**src/rtl/imem_loader_if.sv**
```systemverilog
`default_nettype none
// ============================================================================
//  imem_loader_if : byte-stream input and instruction-memory write bus
//  Rev 1.0
// ============================================================================
interface imem_loader_if #(
    parameter int ADDR_W = 15,
    parameter int DATA_W = 32
);
    logic [7:0]        byte_in;
    logic              byte_valid;
    logic              byte_ready;
    logic              mem_we;
    logic [ADDR_W-1:0] mem_addr;
    logic [DATA_W-1:0] mem_wdata;

    // master: the loader (consumes bytes, drives the memory write port)
    modport master (
        input  byte_in, byte_valid,
        output byte_ready, mem_we, mem_addr, mem_wdata
    );

    // slave: host stream source plus instruction memory
    modport slave (
        output byte_in, byte_valid,
        input  byte_ready, mem_we, mem_addr, mem_wdata
    );
endinterface
`default_nettype wire

```
**src/rtl/imem_loader.sv**
```systemverilog
`default_nettype none
// ============================================================================
//  imem_loader : packs a host byte stream into LE 32-bit words and writes
//  them to instruction memory from word 0. Option: IMEM_LOADER_CHECKSUM_EN.
//  Rev 1.0
// ============================================================================
module imem_loader #(
    parameter int ADDR_W = 15,
    parameter int DATA_W = 32
) (
    input  logic            clk,
    input  logic            rst_n,
    input  logic            start,
    input  logic [ADDR_W:0] word_count,
    imem_loader_if.master   bus,
    output logic            core_hold,
    output logic            busy,
    output logic            done,
    output logic            len_err,
    output logic            csum_err
);

    localparam logic [ADDR_W:0] c_max_words = (ADDR_W+1)'(1) << ADDR_W;

    typedef enum logic [2:0] {
        S_IDLE    = 3'd0,
        S_COLLECT = 3'd1,
        S_WRITE   = 3'd2,
`ifdef IMEM_LOADER_CHECKSUM_EN
        S_CSUM    = 3'd4,
`endif
        S_DONE    = 3'd3
    } state_t;

    state_t            r_state;
    logic [1:0]        r_lane;
    logic [ADDR_W-1:0] r_idx;
    logic [ADDR_W-1:0] r_last;
    logic [23:0]       r_word;

    logic              w_len_err;
    logic [ADDR_W-1:0] w_last;
    logic [31:0]       w_full_word;
    logic              w_byte_acc;

    assign w_len_err   = (word_count > c_max_words);
    // Clamped count minus one; a count of exactly 2^ADDR_W wraps to all-ones as intended.
    assign w_last      = w_len_err ? '1 : (word_count[ADDR_W-1:0] - ADDR_W'(1));
    assign w_full_word = {bus.byte_in, r_word};
    assign w_byte_acc  = bus.byte_valid && bus.byte_ready;

`ifdef IMEM_LOADER_CHECKSUM_EN
    logic [DATA_W-1:0] r_sum;
    logic              r_csum_err;
    assign csum_err = r_csum_err;
`else
    assign csum_err = 1'b0;
`endif

    always_ff @(posedge clk) begin
        if (!rst_n) begin
            r_state        <= S_IDLE;
            r_lane         <= 2'd0;
            r_idx          <= '0;
            r_last         <= '0;
            r_word         <= '0;
            bus.byte_ready <= 1'b0;
            bus.mem_we     <= 1'b0;
            bus.mem_addr   <= '0;
            bus.mem_wdata  <= '0;
            core_hold      <= 1'b1;
            busy           <= 1'b0;
            done           <= 1'b0;
            len_err        <= 1'b0;
`ifdef IMEM_LOADER_CHECKSUM_EN
            r_sum          <= '0;
            r_csum_err     <= 1'b0;
`endif
        end else begin
            bus.mem_we <= 1'b0;
            case (r_state)
                S_IDLE, S_DONE: begin
                    if (start) begin
                        len_err <= w_len_err;
                        r_idx   <= '0;
                        r_lane  <= 2'd0;
                        r_last  <= w_last;
`ifdef IMEM_LOADER_CHECKSUM_EN
                        r_sum      <= '0;
                        r_csum_err <= 1'b0;
`endif
                        if (word_count == '0) begin
`ifdef IMEM_LOADER_CHECKSUM_EN
                            r_state        <= S_CSUM;
                            bus.byte_ready <= 1'b1;
                            busy           <= 1'b1;
                            core_hold      <= 1'b1;
                            done           <= 1'b0;
`else
                            r_state        <= S_DONE;
                            bus.byte_ready <= 1'b0;
                            busy           <= 1'b0;
                            core_hold      <= 1'b0;
                            done           <= 1'b1;
`endif
                        end else begin
                            r_state        <= S_COLLECT;
                            bus.byte_ready <= 1'b1;
                            busy           <= 1'b1;
                            core_hold      <= 1'b1;
                            done           <= 1'b0;
                        end
                    end
                end

                S_COLLECT: begin
                    if (w_byte_acc) begin
                        r_lane <= r_lane + 2'd1;
                        if (r_lane == 2'd3) begin
                            // The 4th byte goes straight onto the bus; it never lands in r_word.
                            r_state        <= S_WRITE;
                            bus.byte_ready <= 1'b0;
                            bus.mem_we     <= 1'b1;
                            bus.mem_addr   <= r_idx;
                            bus.mem_wdata  <= w_full_word;
`ifdef IMEM_LOADER_CHECKSUM_EN
                            r_sum          <= r_sum + w_full_word;
`endif
                        end else begin
                            r_word[r_lane*8 +: 8] <= bus.byte_in;
                        end
                    end
                end

                S_WRITE: begin
                    r_lane <= 2'd0;
                    if (r_idx == r_last) begin
`ifdef IMEM_LOADER_CHECKSUM_EN
                        r_state        <= S_CSUM;
                        bus.byte_ready <= 1'b1;
`else
                        r_state        <= S_DONE;
                        busy           <= 1'b0;
                        core_hold      <= 1'b0;
                        done           <= 1'b1;
`endif
                    end else begin
                        r_state        <= S_COLLECT;
                        r_idx          <= r_idx + ADDR_W'(1);
                        bus.byte_ready <= 1'b1;
                    end
                end

`ifdef IMEM_LOADER_CHECKSUM_EN
                S_CSUM: begin
                    if (w_byte_acc) begin
                        r_lane <= r_lane + 2'd1;
                        if (r_lane == 2'd3) begin
                            r_state        <= S_DONE;
                            bus.byte_ready <= 1'b0;
                            busy           <= 1'b0;
                            core_hold      <= 1'b0;
                            done           <= 1'b1;
                            r_csum_err     <= (r_sum != w_full_word);
                        end else begin
                            r_word[r_lane*8 +: 8] <= bus.byte_in;
                        end
                    end
                end
`endif

                default: r_state <= S_IDLE;
            endcase
        end
    end

endmodule
`default_nettype wire

```
**src/flat_wrapper.sv**
```systemverilog
// flat-port wrapper written by rule: the top's interface ports become plain ports
module imem_loader_flat 
#(
    parameter int ADDR_W = 15,
    parameter int DATA_W = 32
)
  (clk, rst_n, start, word_count, core_hold, busy, done, len_err, csum_err, bus_byte_in, bus_byte_valid, bus_byte_ready, bus_mem_we, bus_mem_addr, bus_mem_wdata);
  imem_loader_if #(.ADDR_W(ADDR_W), .DATA_W(DATA_W)) bus_i ();
  input  logic clk;
  input  logic rst_n;
  input  logic start;
  input  logic [ADDR_W:0] word_count;
  output logic core_hold;
  output logic busy;
  output logic done;
  output logic len_err;
  output logic csum_err;
  input wire logic [$bits(bus_i.byte_in)-1:0] bus_byte_in;
  input wire logic [$bits(bus_i.byte_valid)-1:0] bus_byte_valid;
  output wire logic [$bits(bus_i.byte_ready)-1:0] bus_byte_ready;
  output wire logic [$bits(bus_i.mem_we)-1:0] bus_mem_we;
  output wire logic [$bits(bus_i.mem_addr)-1:0] bus_mem_addr;
  output wire logic [$bits(bus_i.mem_wdata)-1:0] bus_mem_wdata;
  assign bus_i.byte_in = bus_byte_in;
  assign bus_i.byte_valid = bus_byte_valid;
  assign bus_byte_ready = bus_i.byte_ready;
  assign bus_mem_we = bus_i.mem_we;
  assign bus_mem_addr = bus_i.mem_addr;
  assign bus_mem_wdata = bus_i.mem_wdata;
  imem_loader #(.ADDR_W(ADDR_W), .DATA_W(DATA_W)) u_core (.clk(clk), .rst_n(rst_n), .start(start), .word_count(word_count), .bus(bus_i), .core_hold(core_hold), .busy(busy), .done(done), .len_err(len_err), .csum_err(csum_err));
endmodule
```
**config.mk**
```make
export PLATFORM = sky130hd
export DESIGN_NAME = imem_loader_flat
export DESIGN_NICKNAME = d
export VERILOG_FILES = /design/src/rtl/imem_loader_if.sv /design/src/rtl/imem_loader.sv /design/src/flat_wrapper.sv
export SDC_FILE = /design/constraint.sdc
export NUM_CORES = 1
export LEC_CHECK = 0
export CORE_MARGIN = 5
export CORE_UTILIZATION = 40
export CTS_CLUSTER_SIZE = 8
export DETAILED_ROUTE_END_ITERATION = 16
export GPL_ROUTABILITY_DRIVEN = 0
export GPL_TIMING_DRIVEN = 0
export PLACE_DENSITY = 0.67
export SLEW_MARGIN = 30
export SYNTH_ARGS = -nofsm -noshare
export SYNTH_HDL_FRONTEND = slang
export SYNTH_SLANG_ARGS = --single-unit
export TNS_END_PERCENT = 20
```
**constraint.sdc**
```tcl
create_clock -name clk -period 1.9 [get_ports clk]
set_input_delay 0.285 -clock clk [delete_from_list [all_inputs] [get_ports clk]]
set_output_delay 0.285 -clock clk [all_outputs]
set_load 0.01 [all_outputs]
```
Word-level counts from Yosys, hierarchy flattened
Index checks and enable logic that the tools add are counted.
{ "classes": {"n_eq_ne": 10, "mux": 27, "n_reduce_logical": 15, "n_lt_le_gt_ge": 1, "n_shift": 2, "addsub": 4, "bitwise_logic": 1} }
{ "op_table": {"columns": ["cell", "count"], "rows": [
  ["$mux 15", 3],
  ["$neg 5->34", 1],
  ["$shift 8x34->24 const A", 1],
  ["$shiftx 8x34->24", 1],
  ["$pmux 15 s2", 1],
  ["$bwmux 24", 1],
  ["$reduce_and 3->1", 7],
  ["$gt 16x16->1 const B", 1],
  ["$logic_not 16->1", 1],
  ["$add 15x1->15 const B", 1],
  ["$eq 15x15->1", 1],
  ["$sub 15x1->15 const B", 1],
  ["$mux 1", 10],
  ["$mux 3", 3],
  ["$pmux 3 s3", 1],
  ["$mux 2", 4],
  ["$eq 3x2->1 const B", 2],
  ["$ne 2x1->1 const B", 3],
  ["$pmux 2 s3", 1],
  ["$reduce_and 5->1", 1],
  ["$ne 2x2->1 const B", 2],
  ["$pmux 1 s2", 2],
  ["$eq 3x1->1 const B", 1],
  ["$logic_not 3->1", 1],
  ["9 further kinds", 9]
]} }
{ "word_totals": {"output_inout_bits": 54, "word_cells": 73, "register_bits": 112, "inputBits": 28} }

Logic depth before layout (Yosys ltp)
{ "depth": {"depth_word": 4, "mapped_depth": 8, "depth_no_buf": 8} }

Least setup slack after synthesis
No wires, ideal clock.
{ "synth_timing": {"path_type": "register to register", "from": "register u_core.r_state[0]", "to": "register u_core.r_idx[3]", "arrival_time_ps": 1991, "path_stages_with_launch": 8, "t_required_ps": 1814, "setup_slack_ps": -178, "period_less_slack_ps": 2078, "cell_sequence": "dfxtp_1 > inv_1 > ha_1 > nor2b_1 > nor2_1 > nand2_1 > or4_1 > a221oi_2"} }
{ "synth_via": {"elab_chain_cells": 4, "word_cells_on_any_way": 9} }
{ "synth_lines": {"columns": ["item", "line_no", "source"], "rows": [
  ["start, declared", "imem_loader.sv:35", "state_t r_state;"],
  ["start signal, assigned", "imem_loader.sv:62", "r_state <= S_IDLE;"],
  ["start signal, assigned", "imem_loader.sv:100", "r_state <= S_DONE;"],
  ["start signal, assigned", "imem_loader.sv:107", "r_state <= S_COLLECT;"],
  ["$eq 3x2->1 / $logic_not 3->1 (equally long branches)", "imem_loader.sv:81", "case (r_state)"],
  ["$reduce_or 2->1", "imem_loader.sv:81", null],
  ["$ne 2x2->1 (no line) / $reduce_bool 2->1 (equally long branches)", null, null],
  ["$reduce_and 3->1 (no line)", null, null],
  ["end signal, assigned", "imem_loader.sv:149", "r_idx <= r_idx + ADDR_W'(1);"],
  ["end, declared", "imem_loader.sv:37", "logic [ADDR_W-1:0] r_idx;"]
]} }
Several ways; a longest one is shown, not always the timed one.
A chain may end at the register's enable or synchronous reset.

Worst setup path after layout
{ "layout_timing": {"from": "register u_core.r_idx[4]", "to": "register u_core.r_idx[8]"} }
{ "layout_via": {"elab_chain_cells": 3, "word_cells_on_any_way": 6} }
{ "layout_lines": {"columns": ["item", "line_no"], "rows": [
  ["$add 15x1->15 / $eq 15x15->1 (equally long branches)", "imem_loader.sv:149, imem_loader.sv:137"],
  ["$mux 15 / $ne 2x2->1 (equally long branches)", null],
  ["$pmux 15 s2 / $reduce_and 3->1 (equally long branches)", null]
]} }
Several ways; a longest one is shown, not always the timed one. The select of a mux whose other input is x is not followed.

==> run_results.csv <==
group,metric,value,unit
power_and_ir_drop,max-vdd-ir-drop,0.000532,V
status,status,"finished with violations",
sta,fin_skew,0.00941,ns
logic_synthesis,synth-async-reset-ratio,0,
routing,drtPass1Iterations,5,
sta,tightestPinTransition,0.645,ns
layout,nets,754,
place,place_hpwl,9830,microns
global_routing,grt_use_total,0.189,
logic_synthesis,synth-seq-cells,111,
sta,slew_viol_final,0,
layout,fill_cells,1102,
clock_network,clock_latency,0.35,ns
worst_setup_path,start_kind,"register",
worst_setup_path,timing.critical_path.buf_inv,2,
routing,avgViaCountPerCell,5.47,
place,postPlaceCellArea,5880,sq um
sta,fin_setup_tns,-0.275,ns
routing,num_vias,4751,
global_routing,antenna_found_initial,0,
logic_synthesis,netlist_top_cells_area,"dfxtp_1, nand2_1, a21oi_1, nand3_1, xor2_1",
logic_synthesis,synth_largest_area_cell,"dfxtp_1",
min_path,hold_class,"primary input to register",
layout,fin_area,6620,sq um
worst_setup_path,cpPeakStageDelay,0.36,ns
floorplan,die_w,120,microns
global_routing,grt_pass1_wl,22400,microns
global_routing,busiest_layer,"met2",
clock_network,clk_pin_slew,0.07,ns
logic_synthesis,syn_inst,610,
clock_network,htree_levels,3,
routing,drtIter0Drc,447,
status,violations,"setup timing",
global_routing,use_met1,0.236,
worst_setup_path,arrival,2.22,ns
global_routing,grt_max_degree,19,
sta,setup_slack,-0.0749,ns
worst_setup_path,worstPathCellList,"xor2_1 -> nor4_2 -> nand2_1 -> buf_6 -> nor2_4 -> buf_6 -> a2111oi_2 -> o221a_1",
worst_setup_path,crit_required,2.14,ns
logic_synthesis,synth_cell_types,58,
layout,syn_to_final_growth,35.8,%
sta,finalCritPeriodShare,1.04,
floorplan,start_util,0.408,
logic_synthesis,synth_nets,648,
sta,rsz0062_at_grt,"yes",
clock_network,cts_buffers,9,
power_and_ir_drop,power_density,1000,nW/um^2
layout,fin_util,0.554,
floorplan,die_h,120,microns
clock_network,cts-root-buf,"clkbuf_16",
floorplan,die_area,14500,sq um
logic_synthesis,synth_top_area_share,0.456,
sta,max_freq,506,MHz
clock_network,cts.sinks,111,
floorplan,row_count,40,
logic_synthesis,synth_flop_cell,"dfxtp_1",
routing,post_drt_wl_per_cell,16.3,microns
layout,drive_above_1_share,0.137,
routing,drc,0,
logic_synthesis,seq_area_frac_synth,0.456,
sta,relSlewSlack,0.570,
power_and_ir_drop,p_leak,2.34,nW
floorplan,coreArea,12000,sq um
layout,multi_input_area,2620,sq um
worst_setup_path,worstSetupPathType,"register to register",
place,io_buffers,79,
layout,register_area,2250,sq um
worst_setup_path,crit_family,"simple AND/OR/NAND/NOR gates",
logic_synthesis,synthesis.area,4880,sq um
global_routing,grt_pass1_vias,4566,
logic_synthesis,syn_area_per_cell,7.99,sq um
sta,min_period,1.97,ns
routing,antenna_left,0,
global_routing,gr-total-overflow,0,
routing,finalWirelength,14100,microns
flow_run,drv_cap,0,
worst_setup_path,end_kind,"register",
logic_synthesis,yosysWarningCount,0,
sta,finalSetupViolCount,9,
logic_synthesis,synth_edf_count,0,
clock_network,cts_buffer_depth,2,
global_routing,use_met3,0.0384,
clock_network,hold_buffers,0,
layout,diodes,0,
worst_setup_path,cp_max_fo,4,
worst_setup_path,critPathMostFrequentCell,"buf_6",
global_routing,gr-usage-met2,0.316,
power_and_ir_drop,total_power,6.65,mW
sta,holdWs,0.288,ns
worst_setup_path,slowest_stage,"dfxtp_4",
floorplan,ios,82,
clock_network,cts_tree,"yes",
sta,hold_viol,0,
[registers in the layout, indices dropped and copies added (netlist names)]
signal	cells
u_core.bus.byte_ready	1
u_core.bus.mem_addr	15
u_core.bus.mem_wdata	32
u_core.bus.mem_we	1
u_core.busy	1
u_core.core_hold	1
u_core.done	1
u_core.len_err	1
u_core.r_idx	15
u_core.r_lane	2
u_core.r_last	15
u_core.r_state	2
u_core.r_word	24
[cell usage in the layout, fill, tap and decap left out, drive strengths merged, types with 7 or more instances in the layout]
cell	count
inv	13
nor4	9
nor2	22
dfxtp	111
and2	7
ha	10
nor3	7
dlymetal6s2s	9
nand3	31
a21oi	96
buf	30
nand2	148
clkbuf	35
clkdlybuf4s50	69
xor2	15
xnor2	11
o21ai	26
[final timing paths]
path,endpoint,depth (start not counted),slack (ns),startpoint
worst max-delay path,u_core.r_idx[8]$_SDFFE_PN0P_,8,-0.07,u_core.r_idx[4]$_SDFFE_PN0P_
worst max register to register,u_core.r_idx[8]$_SDFFE_PN0P_,8,-0.07,u_core.r_idx[4]$_SDFFE_PN0P_
worst min register to register,u_core.bus.mem_wdata[23]$_SDFFE_PN0P_,2,0.45,u_core.r_word[23]$_SDFFE_PN0P_
worst min-delay path,u_core.r_last[0]$_SDFFE_PN0P_,2,0.29,word_count[0]
[layer usage]
metal,up-vias,share of wire
met2,217,0.48
met3,53,0.073
met1,2160,0.42
met4,0,0.031
li1,2321,-
met5,-,0
[logic make-up after synthesis]
kind of cell    count (synthesis)  share of synthesized area
fa+ha+maj                      10                     0.0257
buf+inv                        51                     0.0449
mux                             2                    0.00411
other cells                     1                   0.000769
flops                         111                      0.456
xor+xnor                       26                     0.0467
compound gates                156                      0.183
simple gates                  253                      0.239
[power breakdown]
group,switching (mW),internal (mW)
combinational,1.11,0.843
sequential,0.143,2.51
clock,0.882,1.17
[layout make-up]
| type | instances | share of cell area |
|---|---|---|
| Clock inverter | 6 | 0.0142 |
| Tap cell | 147 | 0.0278 |
| Sequential cell | 111 | 0.340 |
| Inverter | 12 | 0.00680 |
| Buffer | 33 | 0.0280 |
| Multi-Input combinational cell | 448 | 0.395 |
| Clock buffer | 10 | 0.0346 |
| Timing Repair Buffer | 101 | 0.153 |
[cells in the mapped netlist, types with 3 or more instances]
master	instances
a22oi_1	4
inv_1	12
and2_1	6
a21oi_1	95
ha_1	10
dfxtp_1	111
nor2_1	21
or4_1	5
nand3_1	30
o21ai_0	24
nand4_1	4
nand2_1	148
buf_2	4
o211ai_1	4
nor4_1	7
buf_1	4
clkbuf_1	27
nor3_1	7
or3_1	3
nor2b_1	3
a31oi_1	5
a21o_1	3
xnor2_1	11
xor2_1	15
nor3b_1	4
[what timing repair did]
action	CTS	global route
setup endpoints to repair	90	98
buffers inserted	13	8
gates cloned	0	1
gates resized for setup	41	49
pin swaps	17	17
[through the flow]
stage,worst slack (ns),instances
final,-0.0749,868
after global routing,-0.176,868
after CTS,-0.0789,861
after detailed placement,-0.752,836
after global placement,-0.666,836
after floorplan,-0.00476,610
(Power assumes the default switching activity.)
